File: src/rtl/shift_add_multiplier_pkg.sv
// Shared definitions for the shift-and-add multiplier: FSM state encoding
// and the default arithmetic width.
package shift_add_multiplier_pkg;

    localparam int unsigned ARITH_WIDTH = 8;

    typedef enum logic [1:0] {
        S_IDLE = 2'd0,
        S_RUN  = 2'd1,
        S_DONE = 2'd2
    } state_e;

endpackage

File: src/rtl/full_adder.sv
// Single-bit full-adder cell.
// Ports: a_i, b_i, ci_i - addend bits and carry in; s_o - sum; co_o - carry out.
module full_adder (
    input  logic a_i,
    input  logic b_i,
    input  logic ci_i,
    output logic s_o,
    output logic co_o
);

    assign s_o  = a_i ^ b_i ^ ci_i;
    assign co_o = (a_i & b_i) | (ci_i & (a_i ^ b_i));

endmodule

File: src/rtl/ripple_add_stage.sv
// Combinational WIDTH-bit ripple-carry adder built from full_adder cells,
// carry in tied low.
// Ports: a_i, b_i - addends; sum_o - WIDTH-bit sum; carry_out_o - final carry.
module ripple_add_stage
    import shift_add_multiplier_pkg::*;
#(
    parameter int unsigned WIDTH = ARITH_WIDTH
) (
    input  logic [WIDTH-1:0] a_i,
    input  logic [WIDTH-1:0] b_i,
    output logic [WIDTH-1:0] sum_o,
    output logic             carry_out_o
);

    logic [WIDTH:0] carry;

    assign carry[0] = 1'b0;

    // One full adder per bit, carry rippling LSB to MSB.
    for (genvar i = 0; i < WIDTH; i++) begin : g_bit
        full_adder u_fa (
            .a_i  (a_i[i]),
            .b_i  (b_i[i]),
            .ci_i (carry[i]),
            .s_o  (sum_o[i]),
            .co_o (carry[i+1])
        );
    end

    assign carry_out_o = carry[WIDTH];

endmodule

File: src/rtl/shift_add_multiplier.sv
// Sequential unsigned WIDTH x WIDTH multiplier: one partial product is added
// per clock through a single ripple add stage, operands and product move over
// valid/ready handshakes.
// Ports:
//   clk, rst_n            - clock, async active-low reset
//   in_valid/in_ready, a, b - operand handshake (accepted only while idle)
//   out_valid/out_ready, product - result handshake (product = a*b)
//   busy                  - high while computing or holding a result
module shift_add_multiplier
    import shift_add_multiplier_pkg::*;
#(
    parameter int unsigned WIDTH = ARITH_WIDTH
) (
    input  logic                 clk,
    input  logic                 rst_n,
    input  logic                 in_valid,
    output logic                 in_ready,
    input  logic [WIDTH-1:0]     a,
    input  logic [WIDTH-1:0]     b,
    output logic                 out_valid,
    input  logic                 out_ready,
    output logic [2*WIDTH-1:0]   product,
    output logic                 busy
);

    localparam int unsigned CNT_W  = $clog2(WIDTH) + 1;
    localparam int unsigned PROD_W = 2 * WIDTH;

    state_e             state_q, state_d;
    logic [WIDTH-1:0]   mcand_q, mcand_d;
    logic [WIDTH-1:0]   acc_hi_q, acc_hi_d;
    logic [WIDTH-1:0]   acc_lo_q, acc_lo_d;
    logic [CNT_W-1:0]   count_q, count_d;
    logic [PROD_W-1:0]  product_q, product_d;
    logic               in_ready_q, in_ready_d;
    logic               out_valid_q, out_valid_d;
    logic               busy_q, busy_d;

    logic [WIDTH-1:0]   addend;
    logic [WIDTH-1:0]   add_sum;
    logic               add_cy;
    logic               last_step;
    logic               accept;

    assign accept    = (state_q == S_IDLE) && in_valid;
    assign last_step = (count_q == CNT_W'(WIDTH - 1));
    assign addend    = acc_lo_q[0] ? mcand_q : '0;

    // Shared add stage: acc_hi plus the current partial product.
    ripple_add_stage #(
        .WIDTH (WIDTH)
    ) u_add (
        .a_i         (acc_hi_q),
        .b_i         (addend),
        .sum_o       (add_sum),
        .carry_out_o (add_cy)
    );

    // State register.
    always_ff @(posedge clk or negedge rst_n) begin
        if (!rst_n) begin
            state_q <= S_IDLE;
        end else begin
            state_q <= state_d;
        end
    end

    // Next-state logic.
    always_comb begin
        state_d = state_q;
        case (state_q)
            S_IDLE:  if (in_valid)  state_d = S_RUN;
            S_RUN:   if (last_step) state_d = S_DONE;
            S_DONE:  if (out_ready) state_d = S_IDLE;
            default:                state_d = S_IDLE;
        endcase
    end

    // Handshake/status outputs, decoded from the next state so they register
    // in step with the state.
    always_comb begin
        in_ready_d  = 1'b0;
        out_valid_d = 1'b0;
        busy_d      = 1'b0;
        case (state_d)
            S_IDLE:  in_ready_d = 1'b1;
            S_RUN:   busy_d     = 1'b1;
            S_DONE:  begin
                out_valid_d = 1'b1;
                busy_d      = 1'b1;
            end
            default: in_ready_d = 1'b0;
        endcase
    end

    always_ff @(posedge clk or negedge rst_n) begin
        if (!rst_n) begin
            in_ready_q  <= 1'b1;
            out_valid_q <= 1'b0;
            busy_q      <= 1'b0;
        end else begin
            in_ready_q  <= in_ready_d;
            out_valid_q <= out_valid_d;
            busy_q      <= busy_d;
        end
    end

    // Datapath: load on accept, then shift {cy, sum, acc_lo} right each step.
    always_comb begin
        mcand_d   = mcand_q;
        acc_hi_d  = acc_hi_q;
        acc_lo_d  = acc_lo_q;
        count_d   = count_q;
        product_d = product_q;
        if (accept) begin
            mcand_d  = a;
            acc_hi_d = '0;
            acc_lo_d = b;
            count_d  = '0;
        end else if (state_q == S_RUN) begin
            {acc_hi_d, acc_lo_d} = {add_cy, add_sum, acc_lo_q[WIDTH-1:1]};
            count_d              = count_q + CNT_W'(1);
            // Capture the finished product so it stays put after the handshake.
            if (last_step) begin
                product_d = {add_cy, add_sum, acc_lo_q[WIDTH-1:1]};
            end
        end
    end

    always_ff @(posedge clk or negedge rst_n) begin
        if (!rst_n) begin
            mcand_q   <= '0;
            acc_hi_q  <= '0;
            acc_lo_q  <= '0;
            count_q   <= '0;
            product_q <= '0;
        end else begin
            mcand_q   <= mcand_d;
            acc_hi_q  <= acc_hi_d;
            acc_lo_q  <= acc_lo_d;
            count_q   <= count_d;
            product_q <= product_d;
        end
    end

    assign in_ready  = in_ready_q;
    assign out_valid = out_valid_q;
    assign busy      = busy_q;
    assign product   = product_q;

endmodule

File: config.mk
export PLATFORM = sky130hd
export DESIGN_NAME = shift_add_multiplier
export DESIGN_NICKNAME = d
export VERILOG_FILES = /design/src/rtl/shift_add_multiplier_pkg.sv /design/src/rtl/full_adder.sv /design/src/rtl/ripple_add_stage.sv /design/src/rtl/shift_add_multiplier.sv
export SDC_FILE = /design/constraint.sdc
export NUM_CORES = 1
export LEC_CHECK = 0
export ABC_AREA = 1
export CAP_MARGIN = 10
export CORE_MARGIN = 2
export CORE_UTILIZATION = 56
export CTS_CLUSTER_SIZE = 25
export DETAILED_ROUTE_END_ITERATION = 6
export PLACE_DENSITY = 0.93
export SYNTH_ARGS = -nofsm -noshare
export SYNTH_HDL_FRONTEND = slang
export SYNTH_SLANG_ARGS = --single-unit
File: constraint.sdc
create_clock -name clk -period 9.7 [get_ports clk]
set_input_delay 1.94 -clock clk [delete_from_list [all_inputs] [get_ports clk]]
set_output_delay 1.94 -clock clk [all_outputs]
set_load 0.05 [all_outputs]
* Word-level counts from Yosys, hierarchy flattened
Index checks and enable logic that the tools add are counted.
** Operators by class
- Multiplexer cells :: 14
- Eq/ne operators :: 5
- Bitwise gates (word level) :: 38
- $add $sub $neg :: 1
- Reduce and logical (&&, ||, !) cells :: 6
** Operators by type and width (number)
- 8-bit two-way mux :: 5
- 1-bit AND :: 15
- 1-bit bitwise XOR :: 15
- 4-bit two-way mux :: 2
- 1-bit OR :: 7
- 2-bit two-way mux :: 3
- 2-bit one-hot mux with 3 select lines :: 1
- 4-bit by 1-bit adder with 4-bit output (second input constant) :: 1
- 2-bit by 1-bit equality test with 1-bit output (second input constant) :: 2
- 2-bit equality test (second input constant) :: 2
- 4-bit by 3-bit equality test with 1-bit output (second input constant) :: 1
- 2-bit zero test :: 2
- 1-bit two-way mux :: 3
- 3-bit AND reduction :: 1
- 2-bit nonzero test :: 1
- 2-bit OR reduction :: 1
- 1-bit logical AND :: 1
- 1-bit NOT :: 1
** Storage, ports and cells
- Bits in registers :: 49
- Bits of input ports :: 20
- Output and inout port bits :: 19
- Logic and storage cells :: 73

* Depth between registers and ports, before layout
Gate-level depths: netlist of the first run.
- Depth in word-level cells :: 18
- Gate-level depth with buffers :: 15

* Modules after synthesis
From an unflattened synthesis of the first run, not the netlist that was laid out.
** Unflattened totals
- Cell total of the unflattened synthesis :: 260
- Area, all modules :: 2346.0 µm²
** Modules (own cells, without submodules)
- shift_add_multiplier :: area an instance 2182.1 µm², instances 1, cells each 251
- full_adder :: area an instance 20.0 µm², instances 8, cells each 1
- ripple_add_stage :: area an instance 3.8 µm², instances 1, cells each 1

* Least setup slack after synthesis of the first run
No wires, ideal clock.
- Path kind :: register to register
- Start :: register acc_lo_q[0]
- End :: register product_q[14] (netlist: product[14])
- Stages on the path, launching flop included :: 16
- Library setup time :: 0.123 ns
- Clock period less this slack :: 3.832 ns
- Required time :: 9.577 ns
- Arrival :: 3.709 ns
- Slack :: 5.868 ns
- Cell sequence :: dfrtp_1 clkbuf_1 nand2_1 inv_1 ha_1 inv_1 fa_1 fa_1 fa_1 fa_1 fa_1 fa_1 fa_1 inv_1 nand2_1 nand2_1
** Between the ends
- Word-level cells in the longest chain between the ends :: 15
** RTL lines
- start: declaration :: line shift_add_multiplier.sv:32 : logic [WIDTH-1:0] acc_lo_q, acc_lo_d;
- start signal: assignment :: line shift_add_multiplier.sv:140 : acc_lo_q <= acc_lo_d;
- 8-bit two-way mux (*) :: line shift_add_multiplier.sv:47 : assign addend = acc_lo_q[0] ? mcand_q : '0;
- 1-bit AND / 1-bit bitwise XOR (equally long branches) :: line full_adder.sv:12 : assign co_o = (a_i & b_i) | (ci_i & (a_i ^ b_i));
- 1-bit AND :: line full_adder.sv:12
- 1-bit OR :: line full_adder.sv:12
- 1-bit AND :: line full_adder.sv:12
- 1-bit OR :: line full_adder.sv:12
- 1-bit AND :: line full_adder.sv:12
- 1-bit OR :: line full_adder.sv:12
- 1-bit AND :: line full_adder.sv:12
- 1-bit OR :: line full_adder.sv:12
- 1-bit AND :: line full_adder.sv:12
- 1-bit OR :: line full_adder.sv:12
- 1-bit AND :: line full_adder.sv:12
- 1-bit OR :: line full_adder.sv:12
- 1-bit bitwise XOR (*) :: line full_adder.sv:11 : assign s_o = a_i ^ b_i ^ ci_i;
- end signal: assignment :: line shift_add_multiplier.sv:142 : product_q <= product_d;
- end: declaration :: line shift_add_multiplier.sv:34 : logic [PROD_W-1:0] product_q, product_d;
Mark *: on every way between the ends. The rest lies on a longest branch, timed or not.
A chain may end at the register's enable or synchronous reset.

* Worst setup path in the final report of the first run
Ends and elaborated chain as after synthesis.

==> results of run 1 <==
## metrics by stage
stage                     utilization  hold slack [ps]  setup WS [ps]  std cells  area (µm²)
after global routing           0.7189            532.5           5596        326        2691
after floorplan                     -            448.7           5868        242        2237
final                          0.7189            493.3           5797        326        2691
after global placement         0.6969            467.5           5914        318        2609
after CTS                      0.7189            490.3           5778        326        2691
after detailed placement       0.6969            471.8           5801        318        2609
## cells by family after synthesis
group                      synth area share
xor gates and xnor gates           0.003916
DFF                                  0.5487
buffers and inverters               0.07046
and+or+nand+nor                      0.2254
AOI/OAI and AO/OA                   0.06655
adders and majority gates           0.08501
## layout by cell type (no fill, tap or decap)
cell and instances:
nor2_1 4, ha_1 4, dfrtp_1 48, clkdlybuf4s50_1 37, inv_1 23, nand3b_4 1, nor2_4 1, fa_1 7
nand3_1 20, nand2_2 2, o21ai_0 19, buf_2 1, inv_2 2, a21oi_1 2, xnor2_1 1, dfstp_2 1
clkinv_2 2, nand2_4 1, o22ai_1 7, nand2_1 89, clkbuf_8 5, clkbuf_1 1
## synth_stat cells
library cell  instances
clkbuf_1              4
o21ai_0              19
nand2_1              89
buf_2                 3
buf_6                 3
nand2_4               1
nand3b_4              1
ha_1                  4
dfrtp_1              48
dfstp_2               1
a21oi_1               2
fa_1                  7
nor2_4                1
nor2_1                4
nand3_1              20
xnor2_1               1
inv_2                 2
inv_1                23
nand2_2               2
o22ai_1               7
## final timing paths
kind	startpoint	endpoint	slack, ps
max in group asynchronous	rst_n	product[4]	7250
worst max-delay path	acc_lo_q[0]	product[14]	5800
worst max register to register	acc_lo_q[0]	product[14]	5800
worst min register to register	mcand_q[0]	mcand_q[0]	490
worst min-delay path	mcand_q[0]	mcand_q[0]	490
min in group asynchronous	rst_n	mcand_q[3]	1810
## power groups by stage
stage | sequential [W] | combinational (W) | clock, W
after CTS | 0.000339 | 0.000407 | 0.000115
after detailed placement | 0.000343 | 0.000406 | 0
after global routing | 0.000349 | 0.000446 | 0.000124
final | 0.000340 | 0.000403 | 0.000116
after floorplan | 0.000435 | 0.000198 | 0
after global placement | 0.000339 | 0.000393 | 0
## flip-flops by register name, summed over array words and instances (netlist names)
register,flops
product,16
acc_lo_q,8
count_q,4
in_ready,1
mcand_q,8
state_q,2
out_valid,1
acc_hi_q,8
busy,1
## area by class of cell
class,instances,area (µm²)
inverters,25,93.84
repair buffers,38,375.4
clock buffers,6,72.57
well taps,48,60.06
clock inverters,2,10.01
multi-input cells,158,852.1
fillers,285,1052
flip-flops and latches,49,1227
## tightest hold or removal path, delay by kind of cell (launching register included)
family           cells  cell delay (ps)
DFF                  1              360
and+or+nand+nor      2              100
## metal layers
metal,part of all wire,global-route usage,vias to the layer above
met5,0,0,-
met3,0.051,0.05500,11
li1,-,-,826
met2,0.49,0.3614,57
met4,0.024,0.08163,0
met1,0.43,0.2854,846
==> qor.yml, run 1 <==
final.setup_skew_ps: 4.227
drive_gt1_frac: 0.05755
place.detailed.hpwl_um: 3023
yosysTopAreaCell: "dfrtp_1"
rows: 22
crit_buf_inv: 3
grt_max_degree: 50
tns_ps: 0
top_level_ports: 39
clk_pin_slew_ps: 80
drt-initial-drc-count: 186
wire_per_inst_um: 13.14
die_h_um: 67.21
syn-cell-area_mm2: 0.002237
clockPowerShare: 0.135
ctsHtreeMaxLevel: 2
ys_top_cells_by_area: "dfrtp_1 (54%), nand2_1 (15%), fa_1 (6.3%)"
avgSynthCellArea_um2: 9.244
cts_resized: 0
crit_path_max_incr_delay_ps: 520
hp-class: "reg -> reg"
peakVddDrop_mv: 0.1294
crit_fanout: 9
p_switching_w: 0.0003869
route.detailed.drc: 0
drv_cap: 0
maxSlewHeadroom: 0.3078
post_cts_buffers: 0
synth.distinct_cells: 20
worstMarginPinSlew_ps: 1038
switching_share: 0.4504
clock-sinks: 49
syn2layout_area_growth_pct: 20.30
routabilityCongestion: 0.8157
port_buffers: 38
synth_seq_cells: 49
routed_wl_um: 4283
cts_tree: "done"
vias: 1740
postCtsHoldBufs: 0
cp.depth: 14
r2r_cells: 14
rsz0062_at_grt: "no"
grtUsageTotal: 0.2202
report.power.total_w: 0.0008590
worstSetupPathType: "reg -> reg"
slew_violations: 0
ys_warn_count: 0
clock-root-buffer: "clkbuf_8"
layout.nets: 308
diodes: 0
slowest_stage: "fa_1"
cpLargestDelayFamily: "adder cells"
clockBufferDepth: 2
firstDrtPassIters: 5
cts_buffers: 5
netlist.area_leader.share: 0.5369
path_cells: "nand2_1 -> inv_1 -> ha_1 -> inv_1 -> fa_1 -> fa_1 -> fa_1 -> fa_1 -> fa_1 -> fa_1 -> fa_1 -> inv_1 -> nand2_1 -> nand2_1"
grt_overflow_total: 0
p_leak_nw: 1.347
grt_pass1_vias: 1640
run_status: "completed"
synth_nets: 273
fp.dieW_um: 67.21
cpMostUsedCell: "fa_1"
start_util: 0.5976
fin_crit_ps: 3903
insertion_delay_ps: 300
p_int_w: 0.0004721
comb_power_share: 0.469
design.core.area_mm2: 0.003744
setup_violations: 0
grt_pass1_wl_um: 7265
cp.required_ps: 9890
arrival_ps: 4090
post-route-period-util: 0.4024
pwr_density_cell_mw_per_mm2: 319.2
startpoint_type: "flip-flop"
synth_cells: 242
hold_viol_final: 0
pwr-share-seq: 0.396
seq_area_frac_synth: 0.5487
critPathCaptureType: "flip-flop"
max_freq_mhz: 256.2
via_per_inst: 5.337
hold_path_depth: 2
postRouteAntennaNets: 0
dieArea_mm2: 0.004517
antenna_found_initial: 0
Power figures use the tool's default switching activity.
==> run 2: changes to the inputs <==
--- a/config.mk
+++ b/config.mk
@@ -8,10 +8,10 @@
 export ABC_AREA = 1
 export CAP_MARGIN = 10
 export CORE_MARGIN = 2
-export CORE_UTILIZATION = 56
+export CORE_UTILIZATION = 52
 export CTS_CLUSTER_SIZE = 25
 export DETAILED_ROUTE_END_ITERATION = 6
-export PLACE_DENSITY = 0.93
+export PLACE_DENSITY = 0.88
 export SYNTH_ARGS = -nofsm -noshare
 export SYNTH_HDL_FRONTEND = slang
 export SYNTH_SLANG_ARGS = --single-unit
==> constraint.sdc (replaced) <==
create_clock -name clk -period 3.9 [get_ports clk]
set_input_delay 0.78 -clock clk [delete_from_list [all_inputs] [get_ports clk]]
set_output_delay 0.78 -clock clk [all_outputs]
set_load 0.05 [all_outputs]
==> run 2 against run 1 <==
  * Final cell count is 0.92% higher
  * Global-route usage decreased by 1.5 points
  * Total power grew to 2.6 times the previous value
  * Utilization shrank 4.4 points
  * Count of clock-buffer cells in the layout is 1 higher
  * Register-to-register slack lost 5600 ps
  * Worst setup slack got worse by 5600 ps
  * Sequential power is 150% higher
  * Cell area is 1.7% higher
  * Clock skew increased by 6.6 ps
  * Largest power group unchanged
==> qor.yml, run 2 (synthesis results as in run 1) <==
p_int_w: 0.001267  # +170%
max_freq_mhz: 266.6  # +4.1%
rsz0062_at_grt: "no"
switching_share: 0.4348  # -0.01558
setup_violations: 0  # unchanged
pwr-share-seq: 0.373  # -0.023
crit_buf_inv: 2  # -1
grt_max_degree: 50  # unchanged
p_switching_w: 0.0009751  # +150%
routed_wl_um: 4451  # +3.9%
layout.nets: 309  # +0.32%
hold_viol_final: 0  # unchanged
grt_pass1_vias: 1718  # +4.8%
path_cells: "buf_4 -> nand2_1 -> fa_1 -> fa_1 -> fa_1 -> fa_2 -> fa_1 -> fa_1 -> fa_1 -> inv_1 -> nand2_1 -> nand2_1"
design.core.area_mm2: 0.004058  # +8.4%
drt-initial-drc-count: 123  # -34%
peakVddDrop_mv: 0.3628  # +180%
via_per_inst: 5.116  # -4.2%
clk_pin_slew_ps: 90  # about the same
cts_tree: "done"
cts_resized: 0  # unchanged
slowest_stage: "fa_1"
clockBufferDepth: 2  # unchanged
diodes: 0  # unchanged
route.detailed.drc: 0  # unchanged
antenna_found_initial: 0  # unchanged
fp.dieW_um: 69.59  # +3.5%
vias: 1683  # -3.3%
drive_gt1_frac: 0.06452  # +0.006962
cts_buffers: 5  # unchanged
cpMostUsedCell: "fa_1"
maxSlewHeadroom: 0.2981  # -0.009787
final.setup_skew_ps: 10.80  # +6.572 ps
postRouteAntennaNets: 0  # unchanged
top_level_ports: 39  # unchanged
routabilityCongestion: 0.7888  # -3.3%
start_util: 0.5513  # -0.04625
tns_ps: 0  # unchanged
crit_fanout: 8  # -1
comb_power_share: 0.460  # -0.009
post_cts_buffers: 0  # unchanged
worstSetupPathType: "reg -> reg"
startpoint_type: "flip-flop"
pwr_density_cell_mw_per_mm2: 819.1  # +160%
hp-class: "reg -> reg"
cp.required_ps: 4090  # -5800 ps
clock-root-buffer: "clkbuf_8"
postLayoutCoreUtil: 0.6747  # -0.04423
final_cell_mix: "nand2_1 (89), dfrtp_1 (48), clkdlybuf4s50_1 (37)"
syn2layout_area_growth_pct: 22.37
run_status: "completed"
slew_violations: 0  # unchanged
crit_path_max_incr_delay_ps: 510  # about the same
rows: 23  # +4.5%
wire_per_inst_um: 13.53  # +3.0%
clock-sinks: 49  # unchanged
grtUsageTotal: 0.2052  # -0.01504
final_common_cell: "nand2_1"
arrival_ps: 3940  # -150 ps
ctsHtreeMaxLevel: 2  # unchanged
critPathCaptureType: "flip-flop"
grt_overflow_total: 0  # unchanged
firstDrtPassIters: 4  # -1
largest_register_ffs: 16  # unchanged
cpLargestDelayFamily: "adder cells"
p_leak_nw: 1.366  # +1.4%
post-route-period-util: 0.9617  # +0.5593
place.detailed.hpwl_um: 3017  # -0.20%
grt_pass1_wl_um: 7803  # +7.4%
fin_crit_ps: 3751  # -152.5 ps
insertion_delay_ps: 310  # about the same
worstMarginPinSlew_ps: 1053  # +14.68 ps
port_buffers: 38  # unchanged
dieArea_mm2: 0.004843  # +7.2%
drv_cap: 0  # unchanged
postCtsHoldBufs: 0  # unchanged
clockPowerShare: 0.167  # +0.032
die_h_um: 69.59  # +3.5%
==> run 2: changes by cell type in the layout (fill, tap and decap cells not counted), sizes merged <==
cell,delta
clkbuf,+1
bufinv,+1
buf,+1
clkinv,-2
==> run 2: stage by stage <==
stage / setup WS, ps / instance area (µm²) / cells / total power [W] / hold slack, ps
floorplan: 68.09 / 2237 / 242 / 0.001575 / 448.7
global placement: 261.4 / 2619 / 321 / 0.001828 / 463.5
detailed placement: 137.4 / 2619 / 321 / 0.001875 / 479.8
CTS: 113.7 / 2735 / 329 / 0.002252 / 501.1
global route: 20.61 / 2738 / 329 / 0.002402 / 526.3
finish: 149.2 / 2738 / 329 / 0.002243 / 494.0
==> run 2: worst reg2reg max path: stages, from the launching register on <==
cell	delay [ps]
dfrtp_1	360
buf_4	160
nand2_1	100
fa_1	430
fa_1	400
fa_1	410
fa_2	350
fa_1	380
fa_1	390
fa_1	510
inv_1	40
nand2_1	60
nand2_1	60
==> run 2: layout make-up <==
cell class | count | area (µm²)
fill | 331 | 1320
multi-input combinational | 158 | 854.6
inverter | 25 | 93.84
clock buffer | 7 | 86.33
clock inverter | 1 | 30.03
sequential | 49 | 1227
timing repair buffer | 39 | 382.9
tap | 50 | 62.56
==> run 2: path summary, 6_finish.rpt <==
check | start | endpoint | slack, ps | cells after the start
min in group asynchronous | rst_n | product[4] | 650 | 1
max in group asynchronous | rst_n | acc_hi_q[2] | 2590 | 1
worst min-delay path | mcand_q[6] | mcand_q[6] | 490 | 2
worst min register to register | mcand_q[6] | mcand_q[6] | 490 | 2
worst max-delay path | acc_lo_q[0] | product[14] | 150 | 12
worst max register to register | acc_lo_q[0] | product[14] | 150 | 12
==> run 2: routing by layer <==
| metal | part of all wire | vias to the layer above | track usage | wire [µm] |
|---|---|---|---|---|
| met1 | 0.44 | 793 | 0.2761 | 1950 |
| met2 | 0.49 | 44 | 0.3141 | 2195 |
| li1 | - | 833 | - | - |
| met4 | 0.025 | 0 | 0.1046 | 113 |
| met5 | 0 | - | 0 | 0 |
| met3 | 0.043 | 13 | 0.04651 | 191 |
==> run 2: power groups by stage <==
stage,clock [W],combinational [W],sequential (W)
finish,0.000374,0.00103,0.000837
global route,0.000399,0.00114,0.000864
CTS,0.000378,0.00104,0.000835
detailed placement,0,0.00103,0.000844
global placement,0,0.000997,0.000831
floorplan,0,0.000493,0.00108
==> run 3: changes to the inputs <==
--- a/config.mk
+++ b/config.mk
@@ -11,6 +11,7 @@
 export CORE_UTILIZATION = 52
 export CTS_CLUSTER_SIZE = 25
 export DETAILED_ROUTE_END_ITERATION = 6
+export GPL_ROUTABILITY_DRIVEN = 1
 export PLACE_DENSITY = 0.88
 export SYNTH_ARGS = -nofsm -noshare
 export SYNTH_HDL_FRONTEND = slang
==> results of run 3 <==
No change in the layout: final DEF, timing and power equal those of run 2.
